--- src/rtl/dwc_ibuf.sv ---
// Elastic first-word-fall-through input buffer for the dwc core: output register plus a (DEPTH-1)-entry ring.
// Optional DWC_IBUF_AFULL_EN adds parameter AFULL and a registered almost-full output afull.
module dwc_ibuf #(
  parameter int BITS  = 8,
  parameter int DEPTH = 4
`ifdef DWC_IBUF_AFULL_EN
  , parameter int AFULL = DEPTH - 1
`endif
) (
  input  logic                       clk,
  input  logic                       rst,
  output logic                       irdy,
  input  logic                       ivld,
  input  logic [BITS-1:0]            idat,
  input  logic                       ordy,
  output logic                       ovld,
  output logic [BITS-1:0]            odat,
`ifdef DWC_IBUF_AFULL_EN
  output logic                       afull,
`endif
  output logic [$clog2(DEPTH+1)-1:0] count
);

  localparam int CW = $clog2(DEPTH + 1);
  localparam int PW = (DEPTH > 2) ? $clog2(DEPTH - 1) : 1;
  localparam logic [PW-1:0] PTR_LAST = PW'(DEPTH - 2);
  localparam logic [CW-1:0] CNT_FULL = CW'(DEPTH);
  localparam logic [CW-1:0] CNT_ONE  = CW'(1);

  logic [BITS-1:0] mem [DEPTH-1];
  logic [PW-1:0]   wptr, rptr;
  logic            wr, rd, mem_wr, mem_rd, load_in;
  logic [CW-1:0]   count_next;

  function automatic logic [PW-1:0] ptr_inc(input logic [PW-1:0] p);
    return (p == PTR_LAST) ? '0 : p + 1'b1;
  endfunction

  // The ring holds count-1 words whenever ovld is set; an incoming word goes
  // straight to the output register only when the ring is empty and the
  // register is free (or being read in this same edge).
  always_comb begin
    wr         = ivld && irdy;
    rd         = ovld && ordy;
    mem_rd     = rd && (count > CNT_ONE);
    load_in    = wr && (!ovld || (rd && count == CNT_ONE));
    mem_wr     = wr && !load_in;
    count_next = count;
    if (wr && !rd)
      count_next = count + CNT_ONE;
    else if (rd && !wr)
      count_next = count - CNT_ONE;
  end

  always_ff @(posedge clk) begin
    if (rst) begin
      irdy  <= 1'b0;
      ovld  <= 1'b0;
      odat  <= '0;
      count <= '0;
      wptr  <= '0;
      rptr  <= '0;
    end else begin
      count <= count_next;
      irdy  <= count_next < CNT_FULL;
      ovld  <= count_next != '0;
      if (load_in)
        odat <= idat;
      else if (mem_rd)
        odat <= mem[rptr];
      if (mem_wr)
        wptr <= ptr_inc(wptr);
      if (mem_rd)
        rptr <= ptr_inc(rptr);
    end
  end

  always_ff @(posedge clk) begin
    if (mem_wr)
      mem[wptr] <= idat;
  end

`ifdef DWC_IBUF_AFULL_EN
  localparam logic [CW-1:0] CNT_AFULL = CW'(AFULL);

  always_ff @(posedge clk) begin
    if (rst)
      afull <= 1'b0;
    else
      afull <= count_next >= CNT_AFULL;
  end
`endif

`ifndef SYNTHESIS
  logic            stall_q;
  logic [BITS-1:0] odat_q;

  always_ff @(posedge clk) begin
    stall_q <= !rst && ovld && !ordy;
    odat_q  <= odat;
    if (stall_q)
      assert (ovld && odat == odat_q);
    assert (count <= CNT_FULL);
  end
`endif

endmodule

--- config.mk ---
export PLATFORM = sky130hd
export DESIGN_NAME = dwc_ibuf
export DESIGN_NICKNAME = d
export VERILOG_FILES = /design/src/rtl/dwc_ibuf.sv
export SDC_FILE = /design/constraint.sdc
export NUM_CORES = 1
export LEC_CHECK = 0
export ABC_AREA = 1
export CAP_MARGIN = 25
export CELL_PAD_IN_SITES_DETAIL_PLACEMENT = 0
export CELL_PAD_IN_SITES_GLOBAL_PLACEMENT = 1
export CORE_MARGIN = 5
export CORE_UTILIZATION = 41
export DETAILED_ROUTE_END_ITERATION = 16
export PLACE_DENSITY_LB_ADDON = 0.1
export RECOVER_POWER = 25
export SYNTH_ARGS = -nofsm -noshare
export SYNTH_HDL_FRONTEND = slang
export SYNTH_SLANG_ARGS = --single-unit
--- constraint.sdc ---
create_clock -name clk -period 2.4 [get_ports clk]
set_clock_uncertainty 0.1 [all_clocks]
set_input_delay 0.36 -clock clk [delete_from_list [all_inputs] [get_ports clk]]
set_output_delay 0.36 -clock clk [all_outputs]
set_load 0.02 [all_outputs]
==> metrics.md, run 1 <==
| Metric | Value |
|---|---|
| Gates resized, CTS repair | 0 |
| Vias | 1384 |
| Final Util | 0.512 |
| Post-Syn Nets | 238 |
| Critical Path Most Common Cell | inv_1 |
| Slew at the pin with the worst max-slew slack | 0.351 ns |
| Clock tree from TritonCTS | built |
| Critical Path Max Stage Delay | 0.42 ns |
| Cts hold-fix bufs | 0 |
| Area share of the largest cell type after synthesis | 0.376 |
| Depth of the worst register-to-register path | 7 |
| Net count, final | 265 |
| Die height | 78.4 um |
| Most frequently used cell type in the post-synthesis netlist | nand2_1 |
| Sink of the worst hold path | wptr[1]$_SDFFE_PP0P_ |
| Standard-cell row count | 24 |
| Combined global-route utilization of all metal layers | 0.128 |
| Number of maximum-capacitance violations | 0 |
| Maximum resistive drop on vdd | 0.500 mV |
| Static leakage | 1.04 nW |
| Worst Setup End Kind | register |
| FMAX | 536 MHz |
| Count of synthesis-stage warnings from yosys | 0 |
| Final Routed Wirelength | 3500 um |
| Root buffer cell | clkbuf_8 |
| Placeable core region | 0.00444 mm^2 |
| Layout cells sized above 1 | 0.0837 |
| Worst Path Class, Setup | reg -> reg |
| Wire length of the first global-routing pass | 6070 um |
| Netlist Area Pre-Place | 0.00192 mm^2 |
| First-iteration detailed-routing DRC count | 67 |
| Leading register cell type out of synthesis | edfxtp_1 |
| # diodes | 0 |
| Post-route worst setup slack | 0.536 ns |
| Type of element launching the critical path | register |
| Routed wirelength normalized by instance count | 11.5 um |
| End of the worst register-to-register path | mem[1][2]$_DFFE_PP_ |
| Async set or reset register ratio after synthesis | 0 |
| Total count of hold-check failures in the final report | 0 |
| Max stage delay cell, worst path | dfxtp_1 |
| HPWL after DPL | 2650 um |
| Vias per std cell | 4.57 |
| Headroom to the max-slew limit | 0.766 |
| # fillers | 444 |
| Mean instance size in the synthesized netlist | 8.59 um^2 |
| Synth area leaders | edfxtp_1 38%, dfxtp_1 20%, nand2_1 12% |
| Worst hold path type | reg -> reg |
| Area taken by flip-flops and latches | 0.00110 mm^2 |
| Sequential share of the synthesized area | 0.575 |
| Number of buffers added for setup after CTS | 0 |
| Final setup violation count | 0 |
| Final clock period utilization by the worst path | 0.777 |
| Htree depth | 2 |
| Initial standard-cell utilization of the core | 0.431 |
| Area taken by multi-input logic gates | 614 um^2 |
| TritonCTS buffer count | 5 |
| Number of nets with antenna violations after detailed routing | 0 |
| Area growth from synthesis to layout | 18.9% |
| Total Die Area | 0.00614 mm^2 |
| DIE WIDTH | 78.4 um |
| First drt pass iteration count | 4 |
| RePlAce Congestion | 0.774 |
| Register-to-register path setup slack | 0.54 ns |
| Number of unique standard cell types used by synthesis | 23 |
| Final Critical Period | 1.86 ns |
| Clock transition at the registers of the reported paths | 0.08 ns |
| Ranking of synthesized cells by instance count | 62 x nand2_1, 38 x inv_1, 27 x nor2_1 |
| Cell count after synthesis | 223 |
| Crit path buffers/inverters | 2 |
| Clock tree buffer depth | 2 |
| Worst path arrival time | 1.73 ns |
| Count of clock tree sinks | 43 |
| Initial antenna violation count | 0 |
| Setup TNS | 0 ns |
| Clock network latency to the later pin of the worst-skew pair | 0.29 ns |
| HP Start | wptr[1]$_SDFFE_PP0P_ |
| Number of flops mapped to enable cells by yosys | 24 |
| Worst-path fanout max | 8 |
| Cells along the critical path | inv_1, ha_1, nand3_2, nand2_4, nor2_1, nand3_1, inv_1 |
| Outcome | finished, final reports clean |
| Max-slew violation total from the final report | 0 |
| Power density over cell area | 940 mW/mm^2 |
| Number of global-route vias before repair | 1365 |
| Number of register bits inferred by synthesis | 43 |
| Drc violations | 0 |
| Worst path required time | 2.27 ns |
| Quantity of I/O buffers inserted on ports | 24 |
| Worst Hold Path Cells | 2 |
| Setup slack after placement | 0.367 ns |
| Family with the most delay on the worst path | simple AND/OR/NAND/NOR gates |
| Top cell type by total area after synthesis | edfxtp_1 |
| Setup repair after global routing missed its margin | no |
| I/O pin count | 25 |
| Pin count of the biggest net entering global routing | 18 |
| Worst flop-to-flop path startpoint | count[1]$_SDFF_PP0_ |
| Sum of overflow across all layers after global routing | 0 |
==> metrics by stage <==
| stage | hold slack, ns | total power, mW | cell area (um^2) | std cells |
|---|---|---|---|---|
| 2_1_floorplan | 0.329 | 1.49 | 1920 | 223 |
| 3_3_place_gp | 0.372 | 1.74 | 2190 | 295 |
| 3_5_place_dp | 0.366 | 1.74 | 2190 | 295 |
| 4_1_cts | 0.378 | 2.18 | 2280 | 303 |
| 5_1_grt | 0.421 | 2.32 | 2280 | 303 |
| 6_report | 0.376 | 2.14 | 2280 | 303 |
==> registers in the layout, indices dropped and copies added, names as in the netlist, named ones only <==
| register | flops |
|---|---|
| ovld | 1 |
| wptr | 2 |
| odat | 8 |
| count | 3 |
| irdy | 1 |
| mem | 24 |
| rptr | 2 |
==> logic make-up (layout without fill, tap and decap cells) <==
logic type	Yosys count	in the layout	share of synthesized area
AOI/OAI and AO/OA	15	15	0.0425
and+or+nand+nor	114	114	0.259
DFF	43	43	0.575
buffers and inverters	48	76	0.105
adders and majority gates	3	3	0.0196
==> power breakdown <==
group | switching, mW | leakage [nW] | internal (mW)
clock | 0.234 | 0.0452 | 0.205
combinational | 0.430 | 0.625 | 0.297
sequential | 0.0846 | 0.373 | 0.889
total | 0.749 | 1.04 | 1.39
==> worst register-to-register path: cells and delay by family, from the launching register on <==
family	cells	cell delay [ns]
and+or+nand+nor	4	0.47
buffers and inverters	2	0.37
adders and majority gates	1	0.19
DFF	1	0.42
==> cells in the final DEF, fill, tap and decap left out, types with 4 or more instances in the layout <==
master,instances
nand3_1,17
o21ai_1,8
nor2_1,27
clkbuf_8,5
clkdlybuf4s50_1,17
dlygate4sd3_1,7
edfxtp_1,24
a21oi_1,4
inv_1,38
dfxtp_1,19
inv_2,4
nand2_1,62
==> worst max-delay path by stage <==
stage	from	end	slack [ns]	cells after the start
after floorplan	count[1]$_SDFF_PP0_	mem[2][0]$_DFFE_PP_	0.15	7
after global placement	ordy	mem[2][5]$_DFFE_PP_	0.41	7
after detailed placement	ordy	mem[1][5]$_DFFE_PP_	0.37	6
after CTS	count[1]$_SDFF_PP0_	mem[1][3]$_DFFE_PP_	0.51	7
after global routing	count[1]$_SDFF_PP0_	mem[0][6]$_DFFE_PP_	0.36	7
final	count[1]$_SDFF_PP0_	mem[1][2]$_DFFE_PP_	0.54	7
==> final cells by class <==
type / instances / area share
Tap cell: 52 / 0.0286
Clock buffer: 6 / 0.0319
Inverter: 43 / 0.0714
Multi-Input combinational cell: 132 / 0.270
Sequential cell: 43 / 0.484
Clock inverter: 2 / 0.00604
Timing Repair Buffer: 25 / 0.109
==> layer usage <==
| layer | share of wire | track usage | routed length, um | vias up |
|---|---|---|---|---|
| met4 | 0.015 | 0.0420 | 51 | 0 |
| met1 | 0.44 | 0.144 | 1530 | 616 |
| met3 | 0.056 | 0.0469 | 197 | 5 |
| met5 | 0 | 0 | 0 | - |
| met2 | 0.49 | 0.226 | 1720 | 25 |
| li1 | - | - | - | 738 |
Note: power is estimated with default switching activity, not from simulation.
==> run 2, diff against run 1 <==
CORE_UTILIZATION = 37   (was 41)
clock period = 1.6 ns   (was 2.4 ns; I/O delays follow)
==> run 2 against run 1 <==
Net effect:
- non-clock buffer count up 19
- wire length rose by 7.6%
- design area up 12%
- clock power grew 47%
- worst hold slack got worse by 0.0095 ns
==> metrics.md, run 2 (synthesis results as in run 1) <==
| Metric | Value |
|---|---|
| Outcome | finished, final reports clean (unchanged) |
| P_sw | 1.19 mW (was 0.749 mW) |
| Worst Path Class, Setup | reg -> out (was reg -> reg) |
| Max stage delay cell, worst path | clkdlybuf4s50_1 (was dfxtp_1) |
| Worst hold path type | reg -> reg (unchanged) |
| Max-slew violation total from the final report | 0 (unchanged) |
| Worst Hold Path Cells | 2 (unchanged) |
| Placeable core region | 0.00507 mm^2 (was 0.00444 mm^2) |
| Final Critical Period | 1.55 ns |
| Internal power consumption | 2.23 mW (was 1.39 mW) |
| Register-to-register path setup slack | 0.06 ns (was 0.54 ns) |
| # diodes | 0 (unchanged) |
| HPWL after DPL | 2850 um (was 2650 um) |
| First-iteration detailed-routing DRC count | 59 (was 67) |
| Crit path buffers/inverters | 1 (was 2) |
| Cells along the critical path | clkdlybuf4s50_1 (was inv_1, ha_1, nand3_2, nand2_4, nor2_1, nand3_1, inv_1) |
| Vias | 1432 (was 1384) |
| Worst-path fanout max | 2 (was 8) |
| Depth of the worst register-to-register path | 8 (was 7) |
| Sw frac | 0.348 (was 0.350) |
| Worst setup path startpoint | odat[1]$_SDFFE_PP0P_ (was count[1]$_SDFF_PP0_) |
| Pin count of the biggest net entering global routing | 17 (was 18) |
| Initial standard-cell utilization of the core | 0.377 (was 0.431) |
| Number of maximum-capacitance violations | 0 (unchanged) |
| Combinational group share of total power | 0.388 (was 0.340) |
| Power share of the clock group | 0.188 (was 0.205) |
| Final clock period utilization by the worst path | 0.971 |
| Maximum resistive drop on vdd | 0.549 mV (was 0.500 mV) |
| Number of nets with antenna violations after detailed routing | 0 (unchanged) |
| Post-route worst setup slack | 0.0465 ns (was 0.536 ns) |
| Setup slack after placement | -0.194 ns (was 0.367 ns) |
| Clock network latency to the later pin of the worst-skew pair | 0.29 ns (about the same) |
| Total count of hold-check failures in the final report | 0 (unchanged) |
| Total cell area at the placement stage | 0.00242 mm^2 (was 0.00219 mm^2) |
| Cts hold-fix bufs | 0 (unchanged) |
| Type of element launching the critical path | register (unchanged) |
| HP Start | wptr[1]$_SDFFE_PP0P_ (unchanged) |
| Worst flop-to-flop path startpoint | count[1]$_SDFF_PP0_ (unchanged) |
| Vias per std cell | 4.21 (was 4.57) |
| Area growth from synthesis to layout | 33.5% (was 18.9%) |
| Number of flip-flops under the largest register name | 24 (unchanged) |
| Clock transition at the registers of the reported paths | 0.07 ns (was 0.08 ns) |
| Sum of overflow across all layers after global routing | 0 (unchanged) |
| Register ranked first by flip-flop count | mem (unchanged) |
| Net count, final | 284 (was 265) |
| Initial antenna violation count | 0 (unchanged) |
| FMAX | 644 MHz |
| DIE WIDTH | 82.0 um (was 78.4 um) |
| TritonCTS buffer count | 5 (unchanged) |
| Combined global-route utilization of all metal layers | 0.129 (was 0.128) |
| Clock tree from TritonCTS | built (unchanged) |
| Most frequent cells in the layout | 62 x nand2_1, 35 x inv_1, 25 x nor2_1 (was 62 x nand2_1, 38 x inv_1, 27 x nor2_1) |
| RePlAce Congestion | 0.726 (was 0.774) |
| Quantity of I/O buffers inserted on ports | 24 (unchanged) |
| Htree depth | 2 (unchanged) |
| Total Die Area | 0.00672 mm^2 (was 0.00614 mm^2) |
| Routed wirelength normalized by instance count | 11.1 um (was 11.5 um) |
| Critical Path Max Stage Delay | 0.60 ns (was 0.42 ns) |
| Worst Setup End Kind | primary output (was register) |
| Die height | 82.0 um (was 78.4 um) |
| Clock tree buffer depth | 2 (unchanged) |
| Number of global-route vias before repair | 1407 (was 1365) |
| Static leakage | 1.27 nW (was 1.04 nW) |
| Standard-cell row count | 26 (was 24) |
| Count of clock tree sinks | 43 (unchanged) |
| End of the worst register-to-register path | mem[2][0]$_DFFE_PP_ (was mem[1][2]$_DFFE_PP_) |
| # fillers | 511 (was 444) |
| Commonest non-fill, non-tap cell in the layout | nand2_1 (unchanged) |
| Registers with the most flip-flops | mem: 24 flops, odat: 8 flops, count: 3 flops (unchanged) |
| Total non-filler cell area in the finished layout | 0.00256 mm^2 (was 0.00228 mm^2) |
| First drt pass iteration count | 4 (unchanged) |
| Worst hold margin | 0.367 ns (was 0.376 ns) |
| Drc violations | 0 (unchanged) |
| Final Routed Wirelength | 3760 um (was 3500 um) |
| Worst path required time | 1.26 ns (was 2.27 ns) |
| Placed cells | 331 (was 295) |
| Family with the most delay on the worst path | buffers and inverters (was simple AND/OR/NAND/NOR gates) |
| Sink of the worst hold path | wptr[1]$_SDFFE_PP0P_ (unchanged) |
| Worst path arrival time | 1.21 ns (was 1.73 ns) |
| I/O pin count | 25 (unchanged) |
| Final setup violation count | 0 (unchanged) |
| Slew at the pin with the worst max-slew slack | 0.351 ns (about the same) |
| Layout cells sized above 1 | 0.181 (was 0.0837) |
| Headroom to the max-slew limit | 0.766 (about the same) |
| Root buffer cell | clkbuf_8 (unchanged) |
| Power density over cell area | 1340 mW/mm^2 (was 940 mW/mm^2) |
| Non-filler cells in the finished layout | 340 (was 303) |
| Wire length of the first global-routing pass | 6420 um (was 6070 um) |
| Sequential power share | 0.424 (was 0.455) |
## run 2: cell count changes in the layout (fill, tap and decap cells not counted), moves of 3 or more
cell	delta
dlygate4sd2_1	+4
buf_12	+3
inv_1	-3
dlymetal6s2s_1	+7
buf_4	+14
clkdlybuf4s50_1	-10
## run 2: area by class of cell
| class | instances | area (um^2) | share of cell area |
|---|---|---|---|
| inverters | 43 | 165 | 0.0646 |
| flip-flops and latches | 43 | 1110 | 0.432 |
| clock buffers | 7 | 76.3 | 0.0298 |
| multi-input cells | 132 | 669 | 0.262 |
| well taps | 70 | 87.6 | 0.0342 |
| repair buffers | 44 | 448 | 0.175 |
| clock inverters | 1 | 5.00 | 0.00196 |
## run 2: repair_timing
| action | CTS | global route |
|---|---|---|
| endpoints found under the setup margin | 9 | 22 |
| resized for setup | 5 | 14 |
| pin swaps | 1 | 1 |
| buffers inserted | 0 | 1 |
## run 2: routing by layer
metal	part of all wire	global-route usage	vias to the layer above	wire, um
li1	-	-	775	-
met3	0.042	0.0362	8	157
met2	0.49	0.227	27	1850
met5	0	0	-	0
met4	0.019	0.0498	0	73
met1	0.45	0.148	622	1680
## run 2: per-stage QoR
stage / total power, mW / setup TNS, ns / util
detailed placement: 2.82 / -4.95 / 0.477
global placement: 2.83 / -4.41 / 0.477
finish: 3.42 / 0 / 0.504
floorplan: 2.27 / -0.796 / -
CTS: 3.46 / 0 / 0.493
global route: 3.68 / -0.0735 / 0.504
## run 2: worst register-to-register path: cells and delay by family (launching register included)
family	cells	cell delay, ns
DFF	1	0.36
buffers and inverters	3	0.25
adders and majority gates	1	0.15
and+or+nand+nor	4	0.42
## run 2: power by group through the flow
stage                     Clock, mW  Combinational, mW  Sequential (mW)
after floorplan                   0              0.671             1.60
after global placement            0               1.35             1.48
after detailed placement          0               1.35             1.48
after CTS                     0.678               1.33             1.45
after global routing          0.723               1.48             1.47
final                         0.644               1.33             1.45
## run 2: how the worst max path moves through the flow
| stage | end | depth (start not counted) |
|---|---|---|
| 6_report | odat[1] | 1 |
| 5_1_grt | mem[2][1]$_DFFE_PP_ | 8 |
| 4_1_cts | irdy | 1 |
| 3_5_place_dp | mem[2][4]$_DFFE_PP_ | 7 |
| 3_3_place_gp | mem[2][4]$_DFFE_PP_ | 7 |
| 2_1_floorplan | mem[2][0]$_DFFE_PP_ | 7 |
==> run 3, diff against run 2 <==
ABC_CLOCK_PERIOD_IN_PS = 1600   (was default)
==> results of run 3 <==
Final layout, timing and power as in run 2 (identical DEF).
